`src/rtl/pipe_stall_ctrl_pkg.sv`:
```
// -----------------------------------------------------------------------------
// pipe_stall_ctrl_pkg
//
// Shared pipeline definitions used by the stall/flush controller:
//   - mode_e / MODE_W   : pipeline mode encoding (RUN, BUBBLE, FREEZE), 2 bits
//   - BUB_CNT_W         : width of the consecutive-bubble counter
//   - STALL_CNT_W       : width of the non-RUN cycle counter
//   - pipe_ctrl_t       : bundle of per-stage write enables and flushes
//   - decode_mode()     : hazard priority decode (freeze beats bubble)
// -----------------------------------------------------------------------------
package pipe_stall_ctrl_pkg;

   localparam int MODE_W      = 2;
   localparam int BUB_CNT_W   = 2;
   localparam int STALL_CNT_W = 32;

   typedef enum logic [MODE_W-1:0] {
      MODE_RUN    = 2'd0,
      MODE_BUBBLE = 2'd1,
      MODE_FREEZE = 2'd2
   } mode_e;

   // All-ones value of the bubble counter; it saturates here.
   localparam logic [BUB_CNT_W-1:0] BUB_CNT_SAT = '1;

   typedef struct packed {
      logic pc_wr;
      logic ifid_wr;
      logic ifid_flush;
      logic idex_wr;
      logic idex_flush;
      logic exmem_wr;
      logic memwb_flush;
   } pipe_ctrl_t;

   // A memory wait freezes everything, so it must win over any ID hazard:
   // inserting a bubble while EX/MEM is frozen would drop the instruction in EX.
   function automatic mode_e decode_mode(input logic mem_wait,
                                         input logic branch_bubble,
                                         input logic load_use);
      mode_e m;
      if (mem_wait)
         m = MODE_FREEZE;
      else if (branch_bubble || load_use)
         m = MODE_BUBBLE;
      else
         m = MODE_RUN;
      return m;
   endfunction

endpackage

```
`src/rtl/pipe_stall_ctrl.sv`:
```
// -----------------------------------------------------------------------------
// pipe_stall_ctrl
//
// Central stall/flush controller for a classic 5-stage pipeline. Each cycle the
// live hazard inputs are decoded into a mode and the per-stage enables/flushes
// are driven combinationally from that mode. A small amount of state tracks a
// redirect that arrived while the pipe was frozen, the number of stall cycles,
// and runs of consecutive bubbles.
//
// Parameters
//   DELAY_SLOT  1 keeps the instruction after a taken branch (no IF/ID flush)
//   MAX_BUBBLE  longest legal run of consecutive bubble cycles
//
// Ports
//   clk, rst         clock (rising edge) and synchronous active-high reset
//   branch_bubble    branch in ID waits on a load in EX
//   load_use         ALU op in ID waits on a load in EX
//   id_redirect      taken branch/jump resolved in ID this cycle
//   mem_wait         data memory not ready, freeze whole pipe
//   pc_wr, ifid_wr, idex_wr, exmem_wr   stage write enables
//   ifid_flush, idex_flush, memwb_flush stage flushes (bubble insertion)
//   mode             decoded mode of the previous cycle (0 RUN,1 BUBBLE,2 FREEZE)
//   stall_cnt        wrapping count of non-RUN cycles
//   hazard_err       sticky flag: a bubble run exceeded MAX_BUBBLE
// -----------------------------------------------------------------------------
module pipe_stall_ctrl
   import pipe_stall_ctrl_pkg::*;
#(
   parameter int DELAY_SLOT = 0,
   parameter int MAX_BUBBLE = 2
) (
   input  logic        clk,
   input  logic        rst,
   input  logic        branch_bubble,
   input  logic        load_use,
   input  logic        id_redirect,
   input  logic        mem_wait,
   output logic        pc_wr,
   output logic        ifid_wr,
   output logic        ifid_flush,
   output logic        idex_wr,
   output logic        idex_flush,
   output logic        exmem_wr,
   output logic        memwb_flush,
   output logic [1:0]  mode,
   output logic [31:0] stall_cnt,
   output logic        hazard_err
);

   localparam logic FLUSH_ON_REDIRECT = (DELAY_SLOT == 0);

   // ---------------------------------------------------------------- state
   mode_e                  mode_q, mode_d;
   logic [STALL_CNT_W-1:0] stall_cnt_q, stall_cnt_d;
   logic [BUB_CNT_W-1:0]   bub_run_q, bub_run_d;
   logic                   redirect_pend_q, redirect_pend_d;
   logic                   hazard_err_q, hazard_err_d;

   // ---------------------------------------------------------------- comb
   mode_e              mode_cur;
   pipe_ctrl_t         ctrl;
   logic [BUB_CNT_W:0] bub_run_inc;   // one bit wider so overflow is visible
   logic               bub_overrun;

   always_comb begin
      mode_cur = decode_mode(mem_wait, branch_bubble, load_use);

      // RUN values are the default; the other modes override.
      ctrl.pc_wr       = 1'b1;
      ctrl.ifid_wr     = 1'b1;
      ctrl.ifid_flush  = 1'b0;
      ctrl.idex_wr     = 1'b1;
      ctrl.idex_flush  = 1'b0;
      ctrl.exmem_wr    = 1'b1;
      ctrl.memwb_flush = 1'b0;

      redirect_pend_d = redirect_pend_q;
      bub_run_d       = bub_run_q;
      bub_run_inc     = {1'b0, bub_run_q} + 1'b1;
      bub_overrun     = 1'b0;

      unique case (mode_cur)
         MODE_FREEZE: begin
            // Hold IF..MEM in place; MEM/WB gets a bubble so WB does not
            // retire the same instruction twice.
            ctrl.pc_wr       = 1'b0;
            ctrl.ifid_wr     = 1'b0;
            ctrl.idex_wr     = 1'b0;
            ctrl.exmem_wr    = 1'b0;
            ctrl.memwb_flush = 1'b1;
            // ID cannot act on a redirect while frozen; remember it so the
            // wrong-path fetch is squashed once the pipe moves again.
            if (id_redirect)
               redirect_pend_d = 1'b1;
         end
         MODE_BUBBLE: begin
            // Hold PC and IF/ID, push a bubble into EX. A redirect seen here
            // is ignored: ID re-presents the branch after the bubble.
            ctrl.pc_wr      = 1'b0;
            ctrl.ifid_wr    = 1'b0;
            ctrl.idex_flush = 1'b1;
            if (int'(bub_run_inc) > MAX_BUBBLE)
               bub_overrun = 1'b1;
            bub_run_d = (bub_run_q == BUB_CNT_SAT) ? bub_run_q
                                                   : bub_run_inc[BUB_CNT_W-1:0];
         end
         default: begin
            ctrl.ifid_flush = FLUSH_ON_REDIRECT && (id_redirect || redirect_pend_q);
            redirect_pend_d = 1'b0;
            bub_run_d       = '0;
         end
      endcase

      mode_d       = mode_cur;
      stall_cnt_d  = (mode_cur != MODE_RUN) ? stall_cnt_q + 1'b1 : stall_cnt_q;
      hazard_err_d = hazard_err_q | bub_overrun;
   end

   // ---------------------------------------------------------------- regs
   always_ff @(posedge clk) begin
      if (rst) begin
         mode_q          <= MODE_RUN;
         stall_cnt_q     <= '0;
         bub_run_q       <= '0;
         redirect_pend_q <= 1'b0;
         hazard_err_q    <= 1'b0;
      end else begin
         mode_q          <= mode_d;
         stall_cnt_q     <= stall_cnt_d;
         bub_run_q       <= bub_run_d;
         redirect_pend_q <= redirect_pend_d;
         hazard_err_q    <= hazard_err_d;
      end
   end

   // ---------------------------------------------------------------- outputs
   assign pc_wr       = ctrl.pc_wr;
   assign ifid_wr     = ctrl.ifid_wr;
   assign ifid_flush  = ctrl.ifid_flush;
   assign idex_wr     = ctrl.idex_wr;
   assign idex_flush  = ctrl.idex_flush;
   assign exmem_wr    = ctrl.exmem_wr;
   assign memwb_flush = ctrl.memwb_flush;
   assign mode        = mode_q;
   assign stall_cnt   = stall_cnt_q;
   assign hazard_err  = hazard_err_q;

endmodule

```
`config.mk`:
```
export PLATFORM = sky130hd
export DESIGN_NAME = pipe_stall_ctrl
export DESIGN_NICKNAME = d
export VERILOG_FILES = /design/src/rtl/pipe_stall_ctrl_pkg.sv /design/src/rtl/pipe_stall_ctrl.sv
export SDC_FILE = /design/constraint.sdc
export NUM_CORES = 1
export LEC_CHECK = 0
export CAP_MARGIN = 30
export CORE_ASPECT_RATIO = 0.8
export CORE_MARGIN = 5
export CORE_UTILIZATION = 43
export DETAILED_ROUTE_END_ITERATION = 16
export HOLD_SLACK_MARGIN = 0.12
export PLACE_DENSITY = 0.77
export SLEW_MARGIN = 30
export SYNTH_ARGS = -nofsm -noshare
export SYNTH_HDL_FRONTEND = slang
export SYNTH_SLANG_ARGS = --single-unit
```
`constraint.sdc`:
```
create_clock -name clk -period 2.6 [get_ports clk]
set_clock_uncertainty 0.15 [all_clocks]
set_input_delay 0.78 -clock clk [delete_from_list [all_inputs] [get_ports clk]]
set_output_delay 0.78 -clock clk [all_outputs]
set_load 0.02 [all_outputs]
```
==> run_summary.xml, run 1 <==
<?xml version="1.0" encoding="UTF-8"?>
<metrics>
  <group name="layout">
    <metric name="nets" unit="">284</metric>
    <metric name="drive_above_1_share" unit="%">12.36</metric>
    <metric name="layout_common_cells" unit="">sky130_fd_sc_hd__dfxtp_1 (38), sky130_fd_sc_hd__clkdlybuf4s50_1 (37), sky130_fd_sc_hd__a21oi_1 (24)</metric>
    <metric name="layout_commonest_cell" unit="">sky130_fd_sc_hd__dfxtp_1</metric>
    <metric name="insertedDiodeCount" unit="">0</metric>
    <metric name="final.fill_count" unit="">377</metric>
    <metric name="area_growth" unit="%">37.61</metric>
    <metric name="instances_no_fill" unit="">332</metric>
  </group>
  <group name="routing">
    <metric name="vias" unit="">1792</metric>
    <metric name="drc_errors" unit="">0</metric>
    <metric name="final_antenna_net_count" unit="">0</metric>
    <metric name="route.detailed.vias_per_inst" unit="">5.398</metric>
    <metric name="drt_first_pass_iters" unit="">4</metric>
    <metric name="routed_wl" unit="microns">4691</metric>
    <metric name="detail_route.wl_per_cell" unit="microns">14.13</metric>
    <metric name="drt_iter0_drc" unit="">135</metric>
  </group>
  <group name="min_path">
    <metric name="worstHoldPathType" unit="">reg -&gt; reg</metric>
    <metric name="min_to" unit="">stall_cnt[31]</metric>
    <metric name="hp-start" unit="">stall_cnt[31]</metric>
    <metric name="hold_depth" unit="">2</metric>
  </group>
  <group name="setup_path">
    <metric name="crit_type" unit="">in -&gt; out</metric>
    <metric name="regToRegSetupSlack" unit="ns">0.37</metric>
    <metric name="cp_max_fo" unit="">3</metric>
    <metric name="crit-reg2reg-capture" unit="">stall_cnt[31]</metric>
    <metric name="worstPathRequired" unit="ns">1.67</metric>
    <metric name="crit_arrival" unit="ns">1.62</metric>
    <metric name="timing.reg2reg.worst_path_depth" unit="">4</metric>
    <metric name="timing.critical_path.to_type" unit="">output pin</metric>
    <metric name="critical_path.reg2reg.startpoint" unit="">stall_cnt[7]</metric>
    <metric name="timing.critical_path.from_type" unit="">input pin</metric>
  </group>
  <group name="yosys">
    <metric name="synth.cell_area" unit="sq mm">0.001813</metric>
    <metric name="post-synth-top-area-cell" unit="">sky130_fd_sc_hd__dfxtp_1</metric>
    <metric name="postSynth.asyncResetShare" unit="%">0</metric>
    <metric name="synth_enable_flop_cells" unit="">0</metric>
    <metric name="yosys.area.top_type_share" unit="%">41.96</metric>
    <metric name="synthTopCellsByArea" unit="">sky130_fd_sc_hd__dfxtp_1 (42%), sky130_fd_sc_hd__a21oi_1 (6.6%), sky130_fd_sc_hd__or4_1 (5.8%), sky130_fd_sc_hd__o31ai_1 (5.4%), sky130_fd_sc_hd__nor2_1 (4.6%)</metric>
    <metric name="synth.yosys.seq_area_share" unit="%">41.96</metric>
    <metric name="dominantRegCellSynth" unit="">sky130_fd_sc_hd__dfxtp_1</metric>
    <metric name="synth.yosys.warnings" unit="">0</metric>
    <metric name="ys_ff_latch" unit="">38</metric>
    <metric name="post_synth.cell_area_avg" unit="sq um">8.433</metric>
    <metric name="postSynthNetCount" unit="">225</metric>
    <metric name="netlist_instances" unit="">215</metric>
    <metric name="synth.distinct_cells" unit="">30</metric>
  </group>
  <group name="timing">
    <metric name="maxSlewViolCount" unit="">0</metric>
    <metric name="period_minus_slack" unit="ns">2.553</metric>
    <metric name="final_hold_viol_count" unit="">0</metric>
    <metric name="report.final.setup_viol" unit="">0</metric>
    <metric name="timing.final.crit_share" unit="%">98.19</metric>
    <metric name="worst_slew_margin_rel" unit="%">75.18</metric>
    <metric name="timing.fmax" unit="GHz">0.3917</metric>
    <metric name="worst_pin_slew" unit="ns">0.3711</metric>
    <metric name="grt_setup_unrepaired" unit="">false</metric>
    <metric name="tightest_hold_margin" unit="ns">0.3315</metric>
  </group>
  <group name="global_routing">
    <metric name="first_global_vias" unit="">1611</metric>
    <metric name="largest_net_degree_at_the_start_of_global_routing" unit="">17</metric>
    <metric name="grt_antenna_before_repair" unit="">0</metric>
    <metric name="globalRouteTotalUtil" unit="%">17.95</metric>
    <metric name="grt_first_pass_wirelength" unit="microns">7693</metric>
    <metric name="globalRoute.totalOverflow" unit="">0</metric>
  </group>
  <group name="place">
    <metric name="number_of_i_o_port_buffers" unit="">47</metric>
    <metric name="placed_wire_length_estimate" unit="microns">3186</metric>
    <metric name="dp.cells" unit="">322</metric>
    <metric name="place.gp.congestion" unit="">0.8093</metric>
  </group>
  <group name="power_and_ir_drop">
    <metric name="switching_share" unit="%">23.94</metric>
    <metric name="intPower" unit="uW">851.6</metric>
    <metric name="power_frac_seq" unit="%">53.6</metric>
    <metric name="switching_power" unit="uW">268.0</metric>
    <metric name="power_frac_clock" unit="%">37.4</metric>
    <metric name="total_leakage_power" unit="uW">0.0008578</metric>
    <metric name="max-vdd-ir-drop" unit="uV">295.0</metric>
    <metric name="p_comb_share" unit="%">9.0</metric>
    <metric name="powerDensity" unit="mW/mm^2">448.7</metric>
    <metric name="design_power_total" unit="uW">1120</metric>
  </group>
  <group name="floorplan">
    <metric name="die_x" unit="microns">82.60</metric>
    <metric name="coreArea" unit="sq mm">0.004125</metric>
    <metric name="die-area" unit="sq mm">0.005623</metric>
    <metric name="fp-row-count" unit="">21</metric>
    <metric name="count_of_boundary_i_o_pins" unit="">48</metric>
    <metric name="initial_utilization" unit="%">43.95</metric>
    <metric name="die_h" unit="microns">68.08</metric>
  </group>
  <group name="clocking">
    <metric name="cts-hold-fix-buffers" unit="">0</metric>
    <metric name="clk_pin_slew_worst_paths" unit="ns">0.08</metric>
    <metric name="tritoncts.num_buffers" unit="">5</metric>
    <metric name="number_of_h_tree_levels" unit="">2</metric>
    <metric name="clkLatencyLatePin" unit="ns">0.29</metric>
    <metric name="cts-root-buf" unit="">sky130_fd_sc_hd__clkbuf_8</metric>
    <metric name="clk_path_buf_depth" unit="">2</metric>
    <metric name="clkSinkCount" unit="">38</metric>
    <metric name="tritoncts" unit="">done</metric>
  </group>
  <group name="run_status">
    <metric name="run_status" unit="">completed</metric>
  </group>
  <group name="flow_run">
    <metric name="timing.max_cap.violations" unit="">0</metric>
  </group>
</metrics>
layout make-up:
| type | count | area, sq um | area share [%] |
|---|---|---|---|
| Multi-Input combinational cell | 159 | 978.4 | 39.22 |
| Sequential cell | 38 | 760.7 | 30.49 |
| Timing Repair Buffer | 62 | 560.5 | 22.47 |
| Clock buffer | 7 | 86.33 | 3.460 |
| Tap cell | 57 | 71.32 | 2.859 |
| Inverter | 8 | 32.53 | 1.304 |
| Clock inverter | 1 | 5.005 | 0.2006 |
logic make-up (layout without fill, tap and decap cells):
group,Yosys count,after routing,share of synthesized area [%]
XOR/XNOR,11,11,5.314
AND/OR/NAND/NOR,95,96,28.64
multiplexers,1,1,0.6211
AO/OA/AOI/OAI,47,47,15.32
adder cells (fa/ha/maj),4,4,2.761
buffers and inverters,19,78,5.383
flip-flops,38,38,41.96
worst max path at each step:
stage	from	to	slack [ns]	cells after the start
floorplan	mem_wait	stall_cnt[25]	0.03	7
global placement	mem_wait	ifid_flush	-0.71	4
detailed placement	mem_wait	ifid_flush	-0.76	4
CTS	mem_wait	ifid_flush	0.01	4
global route	branch_bubble	ifid_flush	0.03	4
finish	branch_bubble	ifid_flush	0.05	4
state kept, by name, indices dropped and copies added (netlist names):
name             count
stall_cnt           32
bub_run_q            2
mode                 2
hazard_err           1
redirect_pend_q      1
worst max-delay path, cell delays in order:
cell and delay (ns):
sky130_fd_sc_hd__clkdlybuf4s15_1 0.20, sky130_fd_sc_hd__or3_4 0.39, sky130_fd_sc_hd__nor2_4 0.13, sky130_fd_sc_hd__buf_6 0.12
through the flow:
step	setup slack [ns]	utilization, %	cell area (sq um)	setup TNS, ns
3_3_place_gp	-0.7090	58.05	2395	-9.953
3_5_place_dp	-0.7619	58.05	2395	-10.94
6_report	0.04712	60.48	2495	0
5_1_grt	0.02927	60.48	2495	0
4_1_cts	0.01200	60.48	2495	0
2_1_floorplan	0.03285	-	1813	0
cells in the mapped netlist, types with 5 or more instances:
master and number:
sky130_fd_sc_hd__a21oi_1 24, sky130_fd_sc_hd__xor2_1 6, sky130_fd_sc_hd__and4_1 5, sky130_fd_sc_hd__nand4_1 10, sky130_fd_sc_hd__xnor2_1 5, sky130_fd_sc_hd__nand2_1 15
sky130_fd_sc_hd__dfxtp_1 38, sky130_fd_sc_hd__nor2_1 22, sky130_fd_sc_hd__or3_1 7, sky130_fd_sc_hd__o21ai_0 7, sky130_fd_sc_hd__nand3_1 10, sky130_fd_sc_hd__and3_1 5
sky130_fd_sc_hd__o31ai_1 13, sky130_fd_sc_hd__or4_1 14, sky130_fd_sc_hd__inv_1 7
what timing repair did:
action,CTS,global route
gates cloned,1,0
setup buffers,0,1
endpoints found under the setup margin,18,3
resized for setup,31,4
pin swaps,3,2
layer usage:
| metal | wire [microns] | part of all wire, % | vias to the layer above | global-route usage, % |
|---|---|---|---|---|
| li1 | - | - | 913 | - |
| met1 | 2314 | 49 | 820 | 25.08 |
| met2 | 2059 | 44 | 55 | 26.50 |
| met3 | 281 | 6.0 | 4 | 5.000 |
| met4 | 36 | 0.77 | 0 | 6.122 |
| met5 | 0 | 0 | - | 0 |
power by group through the flow:
stage	clock (uW)	combinational, uW	sequential, uW
after global placement	0	100	614
final	419	101	600
after CTS	423	100	600
after detailed placement	0	102	614
after global routing	455	109	602
after floorplan	0	43.5	622
Power figures use the tool's default switching activity.
==> run 2: changes to the inputs <==
- SKIP_CTS_REPAIR_TIMING: not set -> 1
==> run 2 against run 1 <==
  * Worst hold slack lost 0.0012 ns
  * Cell area grew 0.80%
  * Global-route usage is 1.2 points lower
  * Critical path depth did not move
  * Highest routed layer unchanged
==> run_summary.xml, run 2 (synthesis gave the netlist of run 1 again) <==
<?xml version="1.0" encoding="UTF-8"?>
<metrics>
  <group name="global_routing">
    <metric name="largest_net_degree_at_the_start_of_global_routing" unit="">17</metric>
    <metric name="globalRoute.totalOverflow" unit="">0</metric>
    <metric name="grt_first_pass_wirelength" unit="microns">7265</metric>
    <metric name="first_global_vias" unit="">1573</metric>
    <metric name="globalRouteTotalUtil" unit="%">16.78</metric>
    <metric name="grt_antenna_before_repair" unit="">0</metric>
  </group>
  <group name="layout">
    <metric name="layout_common_cells" unit="">sky130_fd_sc_hd__dfxtp_1 (38), sky130_fd_sc_hd__clkdlybuf4s50_1 (37), sky130_fd_sc_hd__a21oi_1 (24)</metric>
    <metric name="finalCoreUtilization" unit="%">60.96</metric>
    <metric name="insertedDiodeCount" unit="">0</metric>
    <metric name="layout_commonest_cell" unit="">sky130_fd_sc_hd__dfxtp_1</metric>
    <metric name="final.fill_count" unit="">365</metric>
    <metric name="max_ffs_per_register" unit="">32</metric>
    <metric name="nets" unit="">283</metric>
    <metric name="instances_no_fill" unit="">331</metric>
    <metric name="area_growth" unit="%">38.72</metric>
    <metric name="drive_above_1_share" unit="%">10.22</metric>
  </group>
  <group name="clocking">
    <metric name="clkLatencyLatePin" unit="ns">0.28</metric>
    <metric name="tritoncts" unit="">done</metric>
    <metric name="clk_pin_slew_worst_paths" unit="ns">0.07</metric>
    <metric name="number_of_h_tree_levels" unit="">2</metric>
    <metric name="cts-root-buf" unit="">sky130_fd_sc_hd__clkbuf_8</metric>
    <metric name="tritoncts.num_buffers" unit="">5</metric>
    <metric name="clkSinkCount" unit="">38</metric>
    <metric name="clk_path_buf_depth" unit="">2</metric>
  </group>
  <group name="floorplan">
    <metric name="fp-row-count" unit="">21</metric>
    <metric name="die_h" unit="microns">68.08</metric>
    <metric name="die_x" unit="microns">82.60</metric>
    <metric name="count_of_boundary_i_o_pins" unit="">48</metric>
    <metric name="initial_utilization" unit="%">43.95</metric>
    <metric name="die-area" unit="sq mm">0.005623</metric>
    <metric name="coreArea" unit="sq mm">0.004125</metric>
  </group>
  <group name="timing">
    <metric name="timing.final.crit_share" unit="%">98.84</metric>
    <metric name="final_hold_viol_count" unit="">0</metric>
    <metric name="timing.fmax" unit="GHz">0.3891</metric>
    <metric name="final.setup.worst_slack" unit="ns">0.03014</metric>
    <metric name="worst_pin_slew" unit="ns">0.3559</metric>
    <metric name="timing.setup.tns" unit="ns">0</metric>
    <metric name="report.final.setup_viol" unit="">0</metric>
    <metric name="maxSlewViolCount" unit="">0</metric>
    <metric name="period_minus_slack" unit="ns">2.570</metric>
    <metric name="worst_slew_margin_rel" unit="%">76.20</metric>
  </group>
  <group name="setup_path">
    <metric name="critPathTopFamily" unit="">simple AND/OR/NAND/NOR gates</metric>
    <metric name="timing.critical_path.buf_inv" unit="">2</metric>
    <metric name="timing.critical_path.from_type" unit="">input pin</metric>
    <metric name="cp_max_fo" unit="">3</metric>
    <metric name="worst_path_max_delay_cell" unit="">sky130_fd_sc_hd__or3_4</metric>
    <metric name="regToRegSetupSlack" unit="ns">0.39</metric>
    <metric name="critical_path.reg2reg.startpoint" unit="">stall_cnt[3]</metric>
    <metric name="critical-path-max-stage-delay" unit="ns">0.43</metric>
    <metric name="worstPathRequired" unit="ns">1.67</metric>
    <metric name="crit_start" unit="">branch_bubble</metric>
    <metric name="crit_type" unit="">in -&gt; out</metric>
    <metric name="timing.critical_path.to_type" unit="">output pin</metric>
    <metric name="crit_path_cell_trace" unit="">dlymetal6s2s_1 &gt; or3_4 &gt; nor2_1 &gt; clkbuf_2</metric>
    <metric name="crit_arrival" unit="ns">1.64</metric>
  </group>
  <group name="place">
    <metric name="place.gp.congestion" unit="">0.8093</metric>
    <metric name="dp.cells" unit="">322</metric>
    <metric name="placed_wire_length_estimate" unit="microns">3186</metric>
    <metric name="number_of_i_o_port_buffers" unit="">47</metric>
    <metric name="dp_worst_setup_slack" unit="ns">-0.7619</metric>
  </group>
  <group name="routing">
    <metric name="final_antenna_net_count" unit="">0</metric>
    <metric name="vias" unit="">1766</metric>
    <metric name="drt_iter0_drc" unit="">133</metric>
    <metric name="routed_wl" unit="microns">4531</metric>
    <metric name="drc_errors" unit="">0</metric>
    <metric name="detail_route.wl_per_cell" unit="microns">13.69</metric>
    <metric name="route.detailed.vias_per_inst" unit="">5.335</metric>
    <metric name="drt_first_pass_iters" unit="">4</metric>
  </group>
  <group name="power_and_ir_drop">
    <metric name="design_power_total" unit="uW">1118</metric>
    <metric name="powerDensity" unit="mW/mm^2">444.4</metric>
    <metric name="max-vdd-ir-drop" unit="uV">293.3</metric>
    <metric name="total_leakage_power" unit="uW">0.0009302</metric>
  </group>
  <group name="flow_run">
    <metric name="timing.max_cap.violations" unit="">0</metric>
  </group>
  <group name="run_status">
    <metric name="run_status" unit="">completed</metric>
  </group>
  <group name="min_path">
    <metric name="worstHoldPathType" unit="">reg -&gt; reg</metric>
    <metric name="hp-start" unit="">stall_cnt[31]</metric>
  </group>
</metrics>
-- run 2: power by group --
| part | internal, uW | leakage (uW) | switching (uW) |
|---|---|---|---|
| registers | 592 | 0.000308 | 8.04 |
| logic | 48.3 | 0.000574 | 54.2 |
| clock network | 214 | 0.0000482 | 201 |
-- run 2: routing by layer --
layer	GRT usage [%]	wire, microns
met1	23.55	2281
met2	24.20	1980
met3	5.000	226
met4	6.122	43
met5	0	0
-- run 2: through the flow --
stage	cell area [sq um]	hold WS [ns]
floorplan	1813	0.3161
global placement	2395	0.3064
detailed placement	2395	0.3191
CTS	2486	0.3315
global route	2515	0.3637
finish	2515	0.3302
-- run 2: worst paths after layout --
| check | end | cells after the start |
|---|---|---|
| hold / removal | stall_cnt[31] | 2 |
| setup / recovery | ifid_flush | 4 |
| setup reg to reg | stall_cnt[31] | 4 |
| hold reg to reg | stall_cnt[31] | 2 |
-- run 2: final cells by class --
cell class                 count  area (sq um)  area share (%)
clock buffer                   7         86.33           3.433
clock inverter                 1         5.005          0.1990
inverter                       8         32.53           1.294
multi-input combinational    158         959.7           38.16
sequential                    38         760.7           30.25
tap                           57         71.32           2.836
timing repair buffer          62         599.3           23.83
-- run 2: tightest hold or removal path: stages, from the launching register on --
cell and delay [ns]:
sky130_fd_sc_hd__dfxtp_1 0.32, sky130_fd_sc_hd__o31ai_1 0.06, sky130_fd_sc_hd__a21oi_1 0.06
==> run 3: changes to the inputs <==
- SLEW_MARGIN: 30 -> 0
==> results of run 3 <==
Final layout, timing and power as in run 2 (identical DEF).
==> patch (flow settings as in run 3) <==
Make the reset (`rst`) asynchronous in one clocked block. Comments in the files are not updated.
--- a/src/rtl/pipe_stall_ctrl.sv
+++ b/src/rtl/pipe_stall_ctrl.sv
@@ -119,3 +119,3 @@
    // ---------------------------------------------------------------- regs
-   always_ff @(posedge clk) begin
+   always_ff @(posedge clk or posedge rst) begin
       if (rst) begin
Function: differs if rst is asserted again (counterexample within 4 cycles, from zero or initial values and one cycle with rst high); with rst held inactive, the same outputs for 10 cycles.
==> patch against run 3 <==
Sequential cell count is the same; maximum frequency increased by 4.2%; die area down 2.4%; area after synthesis is 2.8% lower; setup slack gained 0.10 ns; routed wire length shrank 11%; critical path depth unchanged; final area fell by 1.6%.
Power is not compared: it rests on default switching activity, and its combinational part moved more than twofold at a synthesized area within 25%.
==> patch: results (changes against run 3) <==
Status: finished clean
Max Fanout on Critical Path: 5 (+2)
Pin count of the biggest net entering global routing: 39 (+22)
Worst VDD drop: 575 uV
Number of global-route vias before repair: 1,359 (-14%)
Post-synth top cells: dfrtp_1, xnor2_1, nand3_1
Element type at the critical path start: input port
Seq/Total Area, Yosys: 0.540 (+0.120)
First-pass GRT wire length: 6830 um (-6.0%)
DP HPWL: 3070 um (-3.7%)
Total GRT Usage: 0.168 (+0.000512)
Routed wire per std cell: 15.1 um (+10%)
Worst-Margin Slew: 0.651 ns (+0.295 ns)
Placement Cell Area: 2350 um2 (-1.7%)
Adder-cell area share of the yosys netlist: 0.0284 (+0.000804)
Syn nets: 162 (-28%)
Slowest cell on crit path: nor3_4
XOR/XNOR share of the synthesized area: 0.154 (+0.101)
Post-synth ARST share: 1.00 (+1.00)
Crit-path max cell delay: 0.28 ns (-0.15 ns)
Netlist cell types: 29 (-3.3%)
IO Port Bufs: 47 (unchanged)
Pleak: 1.14 nW
GPL Wtd Cong: 0.761 (-6.0%)
Mux cell area share after synthesis: 0.00639 (+0.000181)
Arrival time worst endpoint: 1.54 ns (-0.10 ns)
# nets final: 221 (-22%)
Synth top area cells: dfrtp_1, xnor2_1, xor2_1
Share of cells above drive strength 1: 0.142 (+0.0393)
patch: cells by family (layout without fill, tap and decap cells):
family                     after synthesis  after routing
buffers and inverters                   11             71
adders and majority gates                4              4
AOI/OAI and AO/OA                        7              7
xor gates and xnor gates                31             31
DFF                                     38             38
muxes                                    1              1
and+or+nand+nor                         60             60
patch: path summary, 6_finish.rpt:
kind / startpoint / end / slack (ns) / cells past startpoint
setup / recovery: branch_bubble / ifid_flush / 0.13 / 4
hold / removal: hazard_err$_DFF_PP0_ / hazard_err$_DFF_PP0_ / 0.31 / 1
setup reg to reg: stall_cnt[0]$_DFFE_PP0P_ / stall_cnt[28]$_DFFE_PP0P_ / 0.64 / 5
hold reg to reg: hazard_err$_DFF_PP0_ / hazard_err$_DFF_PP0_ / 0.31 / 1
max in group asynchronous: rst / mode[0]$_DFF_PP0_ / 1.22 / 3
min in group asynchronous: rst / stall_cnt[8]$_DFFE_PP0P_ / 0.75 / 3
patch: stage by stage:
stage | power, mW | util | cells | setup WS, ns
after global routing | 1.88 | 0.638 | 267 | 0.0878
after global placement | 1.27 | 0.607 | 259 | -0.615
after CTS | 1.80 | 0.635 | 267 | -0.628
after floorplan | 1.05 | - | 152 | 0.166
after detailed placement | 1.30 | 0.607 | 259 | -0.618
final | 1.78 | 0.638 | 267 | 0.135
patch: critical path, delay by kind of cell:
family / cells / cell delay, ns
buffers and inverters: 2 / 0.32
and+or+nand+nor: 1 / 0.28
AOI/OAI and AO/OA: 1 / 0.15
patch: final cells by class:
cell class	instances	area (um2)
flip-flops and latches	38	951
clock inverters	3	40.0
multi-input cells	103	766
fillers	321	1400
inverters	6	22.5
well taps	55	68.8
clock buffers	5	68.8
repair buffers	57	558
patch: where the power goes:
part | internal (mW) | switching [mW] | total, mW | leakage, nW
Combinational | 0.245 | 0.247 | 0.492 | 0.601
Sequential | 0.678 | 0.113 | 0.791 | 0.483
Clock | 0.282 | 0.213 | 0.495 | 0.0579
Total | 1.21 | 0.573 | 1.78 | 1.14
patch: routing by layer:
layer  part of all wire  vias to the layer above  GRT usage
li1                   -                      641          -
met5                  0                        -          0
met1               0.42                      672      0.203
met2               0.52                       31      0.289
met3              0.046                        4     0.0400
met4              0.015                        0     0.0696
